[config.mk]
export PLATFORM = sky130hd
export DESIGN_NAME = riscv_alu_issue
export DESIGN_NICKNAME = d
export VERILOG_FILES = /design/src/rtl/riscv_alu_issue.sv
export SDC_FILE = /design/constraint.sdc
export NUM_CORES = 1
export LEC_CHECK = 0
export ABC_AREA = 1
export CAP_MARGIN = 20
export CORE_MARGIN = 2
export CORE_UTILIZATION = 27
export CTS_CLUSTER_SIZE = 30
export DETAILED_ROUTE_END_ITERATION = 10
export GPL_TIMING_DRIVEN = 1
export PLACE_DENSITY_LB_ADDON = 0.12
export SYNTH_ARGS = -nofsm -noshare
export SYNTH_HDL_FRONTEND = slang
export SYNTH_SLANG_ARGS = --single-unit
[constraint.sdc]
create_clock -name i_clk -period 13.1 [get_ports i_clk]
set_input_delay 3.275 -clock i_clk [delete_from_list [all_inputs] [get_ports i_clk]]
set_output_delay 3.275 -clock i_clk [all_outputs]
set_load 0.1 [all_outputs]
[src/rtl/riscv_alu_issue.sv]
// Execute-stage issue register: decodes RV32I fields into ALU operands/control
// and presents them through a valid/ready stage backed by a 2-entry skid buffer.

package riscv_alu_issue_pkg;
    typedef enum logic [3:0] {
        ALU_CTRL_ADD  = 4'd0,
        ALU_CTRL_SUB  = 4'd1,
        ALU_CTRL_SLL  = 4'd2,
        ALU_CTRL_SLT  = 4'd3,
        ALU_CTRL_SLTU = 4'd4,
        ALU_CTRL_XOR  = 4'd5,
        ALU_CTRL_SRL  = 4'd6,
        ALU_CTRL_SRA  = 4'd7,
        ALU_CTRL_OR   = 4'd8,
        ALU_CTRL_AND  = 4'd9
    } alu_ctrl_e;
endpackage

module riscv_alu_issue
    import riscv_alu_issue_pkg::*;
#(
    parameter int unsigned XLEN = 32
) (
    input  logic            i_clk,
    input  logic            i_rst,
    input  logic            i_flush,
    input  logic            i_valid,
    output logic            o_ready,
    input  logic [6:0]      i_opcode,
    input  logic [2:0]      i_funct3,
    input  logic            i_funct7b5,
    input  logic [XLEN-1:0] i_rs1_data,
    input  logic [XLEN-1:0] i_rs2_data,
    input  logic [XLEN-1:0] i_imm,
    input  logic [XLEN-1:0] i_pc,
    output logic            o_valid,
    input  logic            i_ready,
    output logic [XLEN-1:0] o_alu_a,
    output logic [XLEN-1:0] o_alu_b,
    output logic [3:0]      o_alu_ctrl,
    output logic            o_illegal
);

    localparam logic [6:0] OPC_OP     = 7'b0110011;
    localparam logic [6:0] OPC_OP_IMM = 7'b0010011;
    localparam logic [6:0] OPC_LUI    = 7'b0110111;
    localparam logic [6:0] OPC_AUIPC  = 7'b0010111;
    localparam logic [6:0] OPC_LOAD   = 7'b0000011;
    localparam logic [6:0] OPC_STORE  = 7'b0100011;
    localparam logic [6:0] OPC_BRANCH = 7'b1100011;
    localparam logic [6:0] OPC_JAL    = 7'b1101111;
    localparam logic [6:0] OPC_JALR   = 7'b1100111;

    typedef struct packed {
        logic [XLEN-1:0] a;
        logic [XLEN-1:0] b;
        alu_ctrl_e       ctrl;
        logic            illegal;
    } entry_t;

    localparam entry_t ENTRY_RST = '{a: '0, b: '0, ctrl: ALU_CTRL_ADD, illegal: 1'b0};

    entry_t dec;
    entry_t main_q, main_d;
    entry_t skid_q, skid_d;
    logic   main_valid_q, main_valid_d;
    logic   skid_valid_q, skid_valid_d;
    logic   accept, consume;

    always_comb begin
        dec = '{a: i_rs1_data, b: i_rs2_data, ctrl: ALU_CTRL_ADD, illegal: 1'b0};
        unique case (i_opcode)
            OPC_OP, OPC_OP_IMM: begin
                if (i_opcode == OPC_OP_IMM) begin
                    dec.b = i_imm;
                end
                unique case (i_funct3)
                    3'b000:  dec.ctrl = (i_opcode == OPC_OP && i_funct7b5) ? ALU_CTRL_SUB : ALU_CTRL_ADD;
                    3'b001:  dec.ctrl = ALU_CTRL_SLL;
                    3'b010:  dec.ctrl = ALU_CTRL_SLT;
                    3'b011:  dec.ctrl = ALU_CTRL_SLTU;
                    3'b100:  dec.ctrl = ALU_CTRL_XOR;
                    3'b101:  dec.ctrl = i_funct7b5 ? ALU_CTRL_SRA : ALU_CTRL_SRL;
                    3'b110:  dec.ctrl = ALU_CTRL_OR;
                    default: dec.ctrl = ALU_CTRL_AND;
                endcase
            end
            OPC_LUI: begin
                dec.a = '0;
                dec.b = i_imm;
            end
            OPC_AUIPC: begin
                dec.a = i_pc;
                dec.b = i_imm;
            end
            OPC_LOAD, OPC_STORE: begin
                dec.b = i_imm;
            end
            OPC_BRANCH: begin
                unique case (i_funct3)
                    3'b000, 3'b001: dec.ctrl = ALU_CTRL_SUB;
                    3'b100, 3'b101: dec.ctrl = ALU_CTRL_SLT;
                    3'b110, 3'b111: dec.ctrl = ALU_CTRL_SLTU;
                    default:        dec.illegal = 1'b1;
                endcase
            end
            OPC_JAL, OPC_JALR: begin
                dec.a = i_pc;
                dec.b = XLEN'(4);
            end
            default: dec.illegal = 1'b1;
        endcase
    end

    assign o_ready = ~skid_valid_q;
    assign accept  = i_valid & o_ready;
    assign consume = main_valid_q & i_ready;

    // Skid is only ever filled while main is stalled, so FIFO order is main then skid.
    always_comb begin
        main_d       = main_q;
        skid_d       = skid_q;
        main_valid_d = main_valid_q;
        skid_valid_d = skid_valid_q;
        if (i_flush) begin
            main_valid_d = 1'b0;
            skid_valid_d = 1'b0;
        end else if (consume) begin
            if (skid_valid_q) begin
                main_d       = skid_q;
                skid_valid_d = 1'b0;
            end else if (accept) begin
                main_d = dec;
            end else begin
                main_valid_d = 1'b0;
            end
        end else if (accept) begin
            if (!main_valid_q) begin
                main_d       = dec;
                main_valid_d = 1'b1;
            end else begin
                skid_d       = dec;
                skid_valid_d = 1'b1;
            end
        end
    end

    always_ff @(posedge i_clk or posedge i_rst) begin
        if (i_rst) begin
            main_q       <= ENTRY_RST;
            skid_q       <= ENTRY_RST;
            main_valid_q <= 1'b0;
            skid_valid_q <= 1'b0;
        end else begin
            main_q       <= main_d;
            skid_q       <= skid_d;
            main_valid_q <= main_valid_d;
            skid_valid_q <= skid_valid_d;
        end
    end

    assign o_valid    = main_valid_q;
    assign o_alu_a    = main_q.a;
    assign o_alu_b    = main_q.b;
    assign o_alu_ctrl = main_q.ctrl;
    assign o_illegal  = main_q.illegal;

endmodule

* Word level (Yosys, flattened, before mapping)
Index checks and enable logic that the tools add are counted.
** Word-level totals
- Input port bits :: 144
- Flip-flop bits (word level) :: 140
- Word-level logic and storage cells :: 77
- Output and inout port bits :: 71
** Operators by class
- Muxes and demuxes :: 24
- Equal/unequal tests :: 19
- Reductions and logical operators :: 19
- Bitwise gates (word level) :: 5
** Operators with widths (count)
- $mux W69 :: 5
- $pmux W32 S3 :: 1
- $pmux W32 S2 :: 1
- $mux W32 :: 1
- $pmux W4 S7 :: 1
- $eq A7 B6 Y1 const B :: 3
- $eq A7 B7 Y1 const B :: 3
- $eq A7 B5 Y1 const B :: 2
- $eq A3 B3 Y1 const B :: 4
- $mux W1 :: 12
- $reduce_or A2 Y1 :: 5
- $pmux W3 S3 :: 1
- $pmux W4 S2 :: 1
- $reduce_and A4 Y1 :: 2
- $reduce_or A8 Y1 :: 1
- $eq A7 B2 Y1 const B :: 1
- $eq A3 B2 Y1 const B :: 2
- $ne A3 B3 Y1 const B :: 2
- $reduce_bool A3 Y1 :: 2
- $reduce_or A6 Y1 :: 1
- $reduce_bool A2 Y1 :: 2
- $reduce_or A4 Y1 :: 1
- $eq A3 B1 Y1 const B :: 1
- $logic_not A3 Y1 :: 1
- 8 further kinds :: 11

* Depth between registers and ports, before layout
Gate-level depths: netlist (run 1).
- Depth in word-level cells :: 8
- Mapped depth :: 11
- Mapped depth without buffers :: 11

* Worst setup path after synthesis (run 1)
Ideal clock, no wire load.
- Path kind :: input-to-reg
- Start point :: input i_ready
- End point :: register main_q, in the netlist o_alu_b[10]
- Arrival :: 4.185 ns
- Setup time :: 0.120 ns
- Required time :: 12.980 ns
- Path slack :: 8.795 ns
- Buffers on the path :: 2
- Stages on the path :: 8
- Cells stage by stage :: nand2_1 -> nor2_4 -> o211ai_2 -> buf_4 -> buf_2 -> nor2_1 -> nand2_1 -> nand2_1
** On the way
- Cells in the longest elaborated chain, start to end :: 3
- Elaborated cells between the ends (all ways) :: 5
- Classes of those cells :: 1 x eq/ne; 1 x mux; 1 x bitwise; 2 x reduce/logical
** RTL lines
- start: declaration :: line 37 : input logic i_ready,
- $and A1 B1 Y1 (*) :: line 117 : assign consume = main_valid_q & i_ready;
- $ne A2 B1 Y1 (no line) or $reduce_bool A2 Y1 (tied branches)
- $reduce_and A4 Y1 (no line)
- end signal: assignment :: line 155 : main_q <= main_d;
- end: declaration :: line 64 : entry_t main_q, main_d;
Every way passes the cells marked *; elsewhere a longest branch is shown, timed or not.
A chain may end at the register's enable or synchronous reset.

* Final worst setup path (run 1)
- Start point :: input i_ready
- End point :: register main_q, in the netlist o_alu_b[16]
Same word-level chain as after synthesis.

==> metrics.md, run 1 <==
| Metric | Value |
|---|---|
| Status | `finished, final reports clean` |
| Post-CTS Setup Bufs | `0` |
| Layout Area Growth over Synthesis | `42.5%` |
| Final cell count without fillers | `about 1400` |
| IO Port Bufs | `214` |
| Post-CTS sizing | `0` |
| Routed WL | `approximately 22000 microns` |
| FMAX | `170 MHz` |
| Site Rows | `between 50 and 60` |
| Worst-Margin Slew | `about 1.1 ns` |
| Global route overflow | `0` |
| CTS HTree Levels | `4` |
| Residual DRC count | `0` |
| Simple-gate share of the synthesized area | `31.2%` |
| Clock-pin slew on the worst setup and hold paths | `0.06 ns` |
| Top cell type's share of synthesized area | `between 50% and 60%` |
| TritonCTS clock tree | `yes` |
| Total negative setup slack | `0 ns` |
| Main combinational cell family by area after synthesis | `simple AND/OR/NAND/NOR gates` |
| CP Launch Type | `primary input` |
| Compound-Gate Fraction of Synth Area | `between 10% and 20%` |
| CTS Hold Bufs | `0` |
| CTS Sinks | `140` |
| Slew Limit Headroom | `29.3%` |
| CTS Buf Count | `17` |
| Largest net degree at the start of global routing | `81` |
| Clock Skew | `around 0.0065 ns` |
| Fraction of layout cells with a size suffix above 1 | `roughly 5.9%` |
| Tightest Hold Check Type | `register to register` |
| Cell mode on critical path | `nand2_1` |
| EDFF count, synth | `0` |
| Final core utilization | `39.3%` |
| DR iter-0 viols | `438` |
| IO Pins | `~220` |
| Sequential share of the synthesized area | `slightly above 50%` |
| Post-Syn Nets | `1056` |
| Adder-cell share of the synthesized area | `0%` |
| Final period utilization | `between 40% and 50%` |
| Vias | `6635` |
| First-pass GRT wire length | `34800 microns` |
| Leading post-synthesis cells by cell area | `dfrtp_1, nand2_1, nor2_1` |
| Register bit total from synthesis | `between 100 and 150` |
| Synth top cells by count | `nand2_1, nor2_1, dfrtp_1, a21oi_1, a31oi_1` |
| Most frequent cell after synthesis | `nand2_1` |
| Fill count | `between 2000 and 3000` |
| Async SR Flop Fraction | `100%` |
| Final HPWL DP | `around 14000 microns` |
| DP Area | `between 0.009 and 0.01 sq mm` |
| Proportion of synthesized area in mux cells | `0%` |
| RSZ-0062 raised after global routing | `false` |
| RD Place Congestion | `approximately 0.76` |
| Placed insts | `roughly 1400` |
| Crit-path slowest cell | `clkinv_2` |
| CP cell instances | `clkdlybuf4s50_1, nand2_1, nor2_4, buf_16, clkinv_2, buf_4, nor2_1, nor2_1, nand2_1, nand2_1` |
| Critical Path AT | `slightly above 6 ns` |
| Wire length per cell | `~15 microns` |
| Starting Density | `27.5%` |
| Drt via density | `4.60` |
| Initial antenna violation count | `3` |
| Die Span Y | `about 160 microns` |
| Synth warn | `0` |
| Crit path kind | `primary input to register` |
| Nets | `approximately 1200` |
| XOR/XNOR Fraction of Synth Area | `0%` |
| Final Hold Fails | `0` |
| DRT Pass-1 Iters | `5` |
| Max stage delay on crit path | `between 0.5 and 0.6 ns` |
| DIE AREA | `0.0270 sq mm` |
| Synthesized instance count | `between 900 and 1000` |
| Max FO, Critical Path | `between 50 and 60` |
| Pwr dens | `174 mW/mm^2` |
| Post-layout min period | `between 5 and 6 ns` |
| Final setup fails | `0` |
| Antenna Nets Post-Route | `0` |
| Vias in the first global route | `6648` |
| Slew Viols, Final | `0` |
| Maximum vdd drop | `between 0.08 and 0.09 mV` |
| Core footprint | `about 0.025 sq mm` |
| Distinct cells, synth | `31` |
| Ys flop type | `dfrtp_1` |
| Die Span X | `roughly 160 microns` |
| Worst EP required | `~13 ns` |
| Synthesized area | `0.00694 sq mm` |
| Fin area | `between 0.009 and 0.01 sq mm` |
| CP Capture Type | `register` |
| CTS root buf | `clkbuf_16` |
| Post-Syn Area per Cell | `around 7.6 sq um` |
| Area leader, netlist | `dfrtp_1` |
| Max clock buf depth | `2` |
| Final Total Pwr | `between 1.5 and 2 mW` |
| GRT Overall Usage | `around 17%` |
| MaxCap Viol Count | `0` |
| LEAKAGE | `around 4.6 nW` |
| Worst skew pair latency | `~0.42 ns` |
state kept, by name (all words and copies together) (netlist names):
signal,count
o_alu_a,32
o_alu_b,32
o_alu_ctrl,4
o_illegal,1
o_valid,1
skid_q,69
skid_valid_q,1
metrics by stage:
stage / hold slack [ns] / setup WS (ns)
final: 0.477 / 7.22
after detailed placement: 0.466 / 6.19
after global routing: 0.496 / 6.95
after CTS: 0.484 / 6.64
after floorplan: 0.449 / 6.07
after global placement: 0.467 / 6.25
worst paths after layout:
path	start	to	slack, ns	cells past startpoint
max reg2reg	o_valid	o_alu_b[16]	10.14	9
max	i_ready	o_alu_b[16]	7.22	10
min in group asynchronous	i_rst	skid_q[13]	3.35	2
min reg2reg	o_alu_ctrl[1]	o_alu_ctrl[1]	0.48	2
min	o_alu_ctrl[1]	o_alu_ctrl[1]	0.48	2
max in group asynchronous	i_rst	o_alu_a[24]	8.38	3
layout by cell type, fill, tap and decap left out, drive strengths merged, types with 2 or more instances in the layout:
| master | synthesis | final |
|---|---|---|
| dfrtp | 140 | 140 |
| inv | 23 | 24 |
| nor2 | 169 | 169 |
| a21oi | 71 | 71 |
| o211ai | 2 | 2 |
| clkdlybuf4s50 | 0 | 214 |
| nand2 | 328 | 328 |
| clkinv | 0 | 3 |
| diode | 0 | 3 |
| nor3 | 3 | 3 |
| buf | 47 | 7 |
| clkinvlp | 0 | 5 |
| clkbuf | 8 | 20 |
| nand3 | 39 | 39 |
| a31oi | 65 | 65 |
| bufinv | 0 | 3 |
| o21ai | 10 | 10 |
layout make-up:
class	instances	area, sq um	area share, %
multi-input cells	694	3040	30.7
clock inverters	12	163	1.65
well taps	330	413	4.18
inverters	23	92.6	0.937
repair buffers	221	2210	22.4
diodes	3	7.51	0.0759
flip-flops and latches	140	3500	35.4
clock buffers	20	457	4.62
cells by family (layout without fill, tap and decap cells):
group           after synthesis  after routing
simple gates                543            543
compound gates              151            151
other cells                   0              3
buf+inv                      78            276
flops                       140            140
worst max-delay path: cells and delay by family:
family                 cells  cell delay, ns
buffers and inverters      4            1.87
AND/OR/NAND/NOR            6            0.99
per-layer routing:
layer	up-vias	routed length [microns]	global-route usage [%]
li1	3338	-	-
met5	-	0	0
met4	0	405	5.50
met3	21	1470	4.24
met2	194	10000	27.0
met1	3082	9910	21.3
power by group:
part	leakage, nW	total, mW	switching, mW	internal [mW]
registers	1.64	0.595	0.0588	0.536
clock network	0.286	0.513	0.201	0.312
logic	2.66	0.609	0.436	0.173
(Power assumes the default switching activity.)
==> run 2: changes to the inputs <==
- clock period: 13.1 -> 5.1 ns (I/O delays scaled with it)
==> run 2 against run 1 <==
Net effect:
- final area is 0.43% higher
- die area unchanged
- flip-flop and latch count did not move
==> metrics.md, run 2 (same netlist as run 1, synthesis figures left out) <==
| Metric | Value |
|---|---|
| Pwr dens | `~450 mW/mm^2` |
| GRT Overall Usage | `approximately 17%` |
| Maximum vdd drop | `between 0.2 and 0.25 mV` |
| Die Span X | `about 160 microns` |
| Post-route worst setup slack | `approximately 1.8 ns` |
| IO Port Bufs | `around 210` |
| Critical Path AT | `~2.1 ns` |
| Clock-pin slew on the worst setup and hold paths | `~0.060 ns` |
| Worst-Margin Slew | `1.05 ns` |
| MaxCap Viol Count | `0` |
| Starting Density | `between 20% and 30%` |
| Wire length per cell | `roughly 15 microns` |
| First-pass GRT wire length | `about 35000 microns` |
| Slew Limit Headroom | `30.1%` |
| CP cell instances | `inv_2, clkdlybuf4s50_1` |
| Layout Area Growth over Synthesis | `43.1%` |
| Max stage delay on crit path | `between 1 and 1.5 ns` |
| Final period utilization | `65.5%` |
| Slew Viols, Final | `0` |
| Drt via density | `approximately 4.6` |
| Largest net degree at the start of global routing | `between 80 and 90` |
| Fin area | `0.00993 sq mm` |
| RD Place Congestion | `0.778` |
| Worst EP required | `3.83 ns` |
| CTS root buf | `clkbuf_16` |
| Vias in the first global route | `6574` |
| Status | `finished, final reports clean` |
| Global route overflow | `0` |
| Nets | `about 1200` |
| Site Rows | `58` |
| Max clock buf depth | `2` |
| Fraction of layout cells with a size suffix above 1 | `between 6 and 7%` |
| Tightest Hold Check Type | `register to register` |
| DRT Pass-1 Iters | `7` |
| Final Hold Fails | `0` |
| DP Area | `around 0.0093 sq mm` |
| Clock Skew | `0.0126 ns` |
| Crit path kind | `register to primary output` |
| DP Worst Slack | `approximately 1.6 ns` |
| Core footprint | `between 0.02 and 0.03 sq mm` |
| TritonCTS clock tree | `yes` |
| CTS Buf Count | `17` |
| RSZ-0062 raised after global routing | `false` |
| Total negative setup slack | `0 ns` |
| Die Span Y | `around 160 microns` |
| Crit-path slowest cell | `clkdlybuf4s50_1` |
| Post-CTS sizing | `0` |
| Residual DRC count | `0` |
| CTS Hold Bufs | `0` |
| Max reg flops | `about 70` |
| CTS HTree Levels | `4` |
| Final setup fails | `0` |
| Commonest non-fill, non-tap cell in the layout | `nand2_1` |
| Final HPWL DP | `roughly 14000 microns` |
| CP Launch Type | `register` |
| Routed WL | `approximately 22000 microns` |
| Max FO, Critical Path | `4` |
| Worst skew pair latency | `between 0.4 and 0.5 ns` |
| Initial antenna violation count | `2` |
| Commonest non-fill, non-tap cells in the layout | `nand2_1, clkdlybuf4s50_1, nor2_1, dfrtp_1, a21oi_1` |
| Post-CTS Setup Bufs | `0` |
| Antenna Nets Post-Route | `0` |
| FMAX | `299 MHz` |
| DR iter-0 viols | `between 500 and 600` |
| DIE AREA | `about 0.027 sq mm` |
| LEAKAGE | `4.62 nW` |
| IO Pins | `~220` |
| Most flop-heavy register | `skid_q` |
| CP Capture Type | `primary output` |
| Vias | `about 6600` |
| Post-layout min period | `3.34 ns` |
| CTS Sinks | `140` |
==> run 2: changes by cell type in the layout (fill, tap and decap cells not counted), moves of 2 or more <==
cell	before	now
buf_4	6	8
clkbuf_8	2	0
inv_6	3	5
buf_12	0	2
clkinvlp_4	5	2
==> run 2: power breakdown <==
part | switching, mW | leakage [nW] | total, mW | internal, mW
logic | 1.12 | 2.68 | 1.57 | 0.445
clock network | 0.530 | 0.304 | 1.36 | 0.831
registers | 0.149 | 1.64 | 1.53 | 1.38
total | 1.80 | 4.62 | 4.45 | 2.65
==> run 2: worst paths after layout <==
kind                       cells after the start          from          end  slack, ns
min reg2reg                                    2   o_alu_b[15]  o_alu_b[15]       0.48
min                                            2   o_alu_b[15]  o_alu_b[15]       0.48
max                                            2  skid_valid_q      o_ready       1.76
min in group asynchronous                      2         i_rst    skid_q[9]       1.40
max in group asynchronous                      3         i_rst  o_alu_a[27]       2.87
max reg2reg                                    7  skid_valid_q    skid_q[3]       3.00
==> run 2: per-layer routing <==
layer  wire length [microns]  track usage (%)
met3                    1560             4.90
met1                    9620             21.3
met5                       0                0
met2                   10400             27.4
met4                     133             3.59
==> run 2: critical path, delay by kind of cell, from the launching register on <==
| family | cells | cell delay (ns) |
|---|---|---|
| buffers and inverters | 2 | 1.25 |
| DFF | 1 | 0.40 |
==> run 2: cell type report <==
class	count	area, sq um
Multi-Input combinational cell	694	3040
Antenna cell	2	5.00
Fill cell	2586	15300
Timing Repair Buffer	224	2240
Clock buffer	18	429
Tap cell	330	413
Clock inverter	14	208
Inverter	23	92.6
Sequential cell	140	3500
==> run 2: per-stage QoR <==
step | std cells | hold slack (ns) | total power [mW] | utilization (%)
finish | 1445 | 0.481 | 4.45 | 39.4
global route | 1443 | 0.496 | 4.68 | 39.4
CTS | 1443 | 0.484 | 4.51 | 39.4
detailed placement | 1411 | 0.467 | 3.12 | 36.9
global placement | 1411 | 0.465 | 3.12 | 36.9
floorplan | 912 | 0.449 | 2.66 | -
==> run 3: changes to the inputs <==
- clock period: 5.1 -> 2.8 ns (I/O delays scaled with it)
==> run 3 against run 2 <==
Net effect:
- sequential share of layout area shrank 0.23 points
- critical path depth up 6
- first-iteration DRC count is 28% lower
- core utilization rose by 0.26 points
- combinational power rose by 79%
- wire length is 0.24% lower
- register-to-register slack lost 1.9 ns
- hold slack got worse by 0.0039 ns
- clock-buffer cell count did not move
- power up 81%
- clock power up 82%
- highest routed layer unchanged
==> metrics.md, run 3 (same netlist as run 1, synthesis figures left out) <==
| Metric | Value |
|---|---|
| Vias in the first global route | `approximately 6700` |
| Most flop-heavy register | `skid_q` |
| Vias | `about 6700` |
| Max FO, Critical Path | `21` |
| Placed insts | `around 1400` |
| Worst-Margin Slew | `about 0.54 ns` |
| IO Pins | `~220` |
| CP Capture Type | `register` |
| Post-CTS sizing | `0` |
| FMAX | `approximately 470 MHz` |
| Post-route worst setup slack | `approximately 0.69 ns` |
| Tightest Hold Check Type | `register to register` |
| N_diodes | `0` |
| Commonest non-fill, non-tap cells in the layout | `nand2_1, nor2_1, clkdlybuf4s50_1, dfrtp_1, buf_4` |
| Clock Skew | `just over 0.008 ns` |
| Initial antenna violation count | `0` |
| TritonCTS clock tree | `yes` |
| Total negative setup slack | `0 ns` |
| CP Launch Type | `primary input` |
| Max reg flops | `between 60 and 70` |
| Routed WL | `between 20000 and 25000 microns` |
| Layout Area Growth over Synthesis | `44.1%` |
| CTS Sinks | `between 100 and 150` |
| Site Rows | `58` |
| CTS HTree Levels | `4` |
| RD Place Congestion | `roughly 0.74` |
| Largest net degree at the start of global routing | `85` |
| RSZ-0062 raised after global routing | `false` |
| Die Span Y | `164 microns` |
| Final setup fails | `0` |
| Final period utilization | `around 75%` |
| IO Port Bufs | `approximately 210` |
| Fraction of layout cells with a size suffix above 1 | `~14%` |
| Commonest non-fill, non-tap cell in the layout | `nand2_1` |
| GRT Overall Usage | `around 16%` |
| CTS root buf | `clkbuf_16` |
| Post-CTS Setup Bufs | `0` |
| Drt via density | `roughly 4.6` |
| Worst EP required | `3.13 ns` |
| DRT Pass-1 Iters | `5` |
| Slew Limit Headroom | `between 60% and 70%` |
| Pwr dens | `approximately 810 mW/mm^2` |
| Wire length per cell | `approximately 15 microns` |
| Global route overflow | `0` |
| Final HPWL DP | `14600 microns` |
| First-pass GRT wire length | `between 30000 and 40000 microns` |
| Starting Density | `between 20 and 30%` |
| Nets | `1258` |
| Crit path kind | `primary input to register` |
| Worst skew pair latency | `0.42 ns` |
| Critical Path AT | `roughly 2.4 ns` |
| Final Hold Fails | `0` |
| Die Span X | `between 150 and 200 microns` |
| DP Worst Slack | `~0.24 ns` |
| Max clock buf depth | `2` |
| Antenna Nets Post-Route | `0` |
| Residual DRC count | `0` |
| Maximum vdd drop | `roughly 0.30 mV` |
| LEAKAGE | `just under 5 nW` |
| MaxCap Viol Count | `0` |
| Core footprint | `about 0.025 sq mm` |
| Slew Viols, Final | `0` |
| Final cell count without fillers | `~1500` |
| Status | `finished, final reports clean` |
| CTS Buf Count | `17` |
| Clock-pin slew on the worst setup and hold paths | `roughly 0.060 ns` |
| DIE AREA | `0.0270 sq mm` |
| CTS Hold Bufs | `0` |
| Final Total Pwr | `8.07 mW` |
| Post-layout min period | `approximately 2.1 ns` |
| DR iter-0 viols | `between 300 and 400` |
run 3: changes by cell type in the layout (fill, tap and decap cells not counted):
cell / before / now
buf_4: 8 / 82
clkdlybuf4s50_1: 214 / 143
buf_12: 2 / 13
diode_2: 2 / 0
clkbuf_1: 1 / 0
clkbuf_8: 0 / 1
clkinvlp_4: 2 / 3
inv_8: 1 / 0
run 3: critical path, stage by stage:
cell	delay, ns
clkdlybuf4s50_1	0.46
nand2_1	0.18
nor3_2	0.20
nand2_1	0.12
nand2_1	0.15
buf_4	0.30
nand2_1	0.12
a31oi_1	0.20
run 3: path summary, 6_finish.rpt:
path                               startpoint       endpoint  slack [ns]  depth (start not counted)
worst min register to register  o_alu_ctrl[1]  o_alu_ctrl[1]        0.48                          2
max in group asynchronous               i_rst     skid_q[32]        1.47                          3
worst max register to register        o_valid      o_illegal        1.11                          8
worst min-delay path            o_alu_ctrl[1]  o_alu_ctrl[1]        0.48                          2
min in group asynchronous               i_rst     o_alu_b[8]        0.68                          2
worst max-delay path              i_opcode[1]     skid_q[16]        0.69                          8
run 3: cell type report:
type / count / area (sq um)
clock inverter: 14 / 205
timing repair buffer: 238 / 2310
inverter: 23 / 91.3
clock buffer: 18 / 439
multi-input combinational: 694 / 3040
fill: 2628 / 15200
sequential: 140 / 3500
tap: 330 / 413
run 3: metal layers:
layer	vias up	share of wire (%)	GRT usage, %
met4	0	0.61	3.23
met5	-	0	0
met1	3108	46	21.5
met3	11	6.1	4.14
met2	173	47	27.7
li1	3366	-	-
run 3: report_power, final:
part / internal [mW] / switching [mW]
Clock: 1.53 / 0.949
Sequential: 2.51 / 0.274
Combinational: 0.763 / 2.04
run 3: metrics by stage:
step | hold WS [ns] | instance area, sq um | utilization [%]
floorplan | 0.449 | 6940 | -
global placement | 0.466 | 9350 | 37.1
detailed placement | 0.467 | 9350 | 37.1
CTS | 0.483 | 9990 | 39.7
global route | 0.502 | 9990 | 39.7
finish | 0.477 | 9990 | 39.7
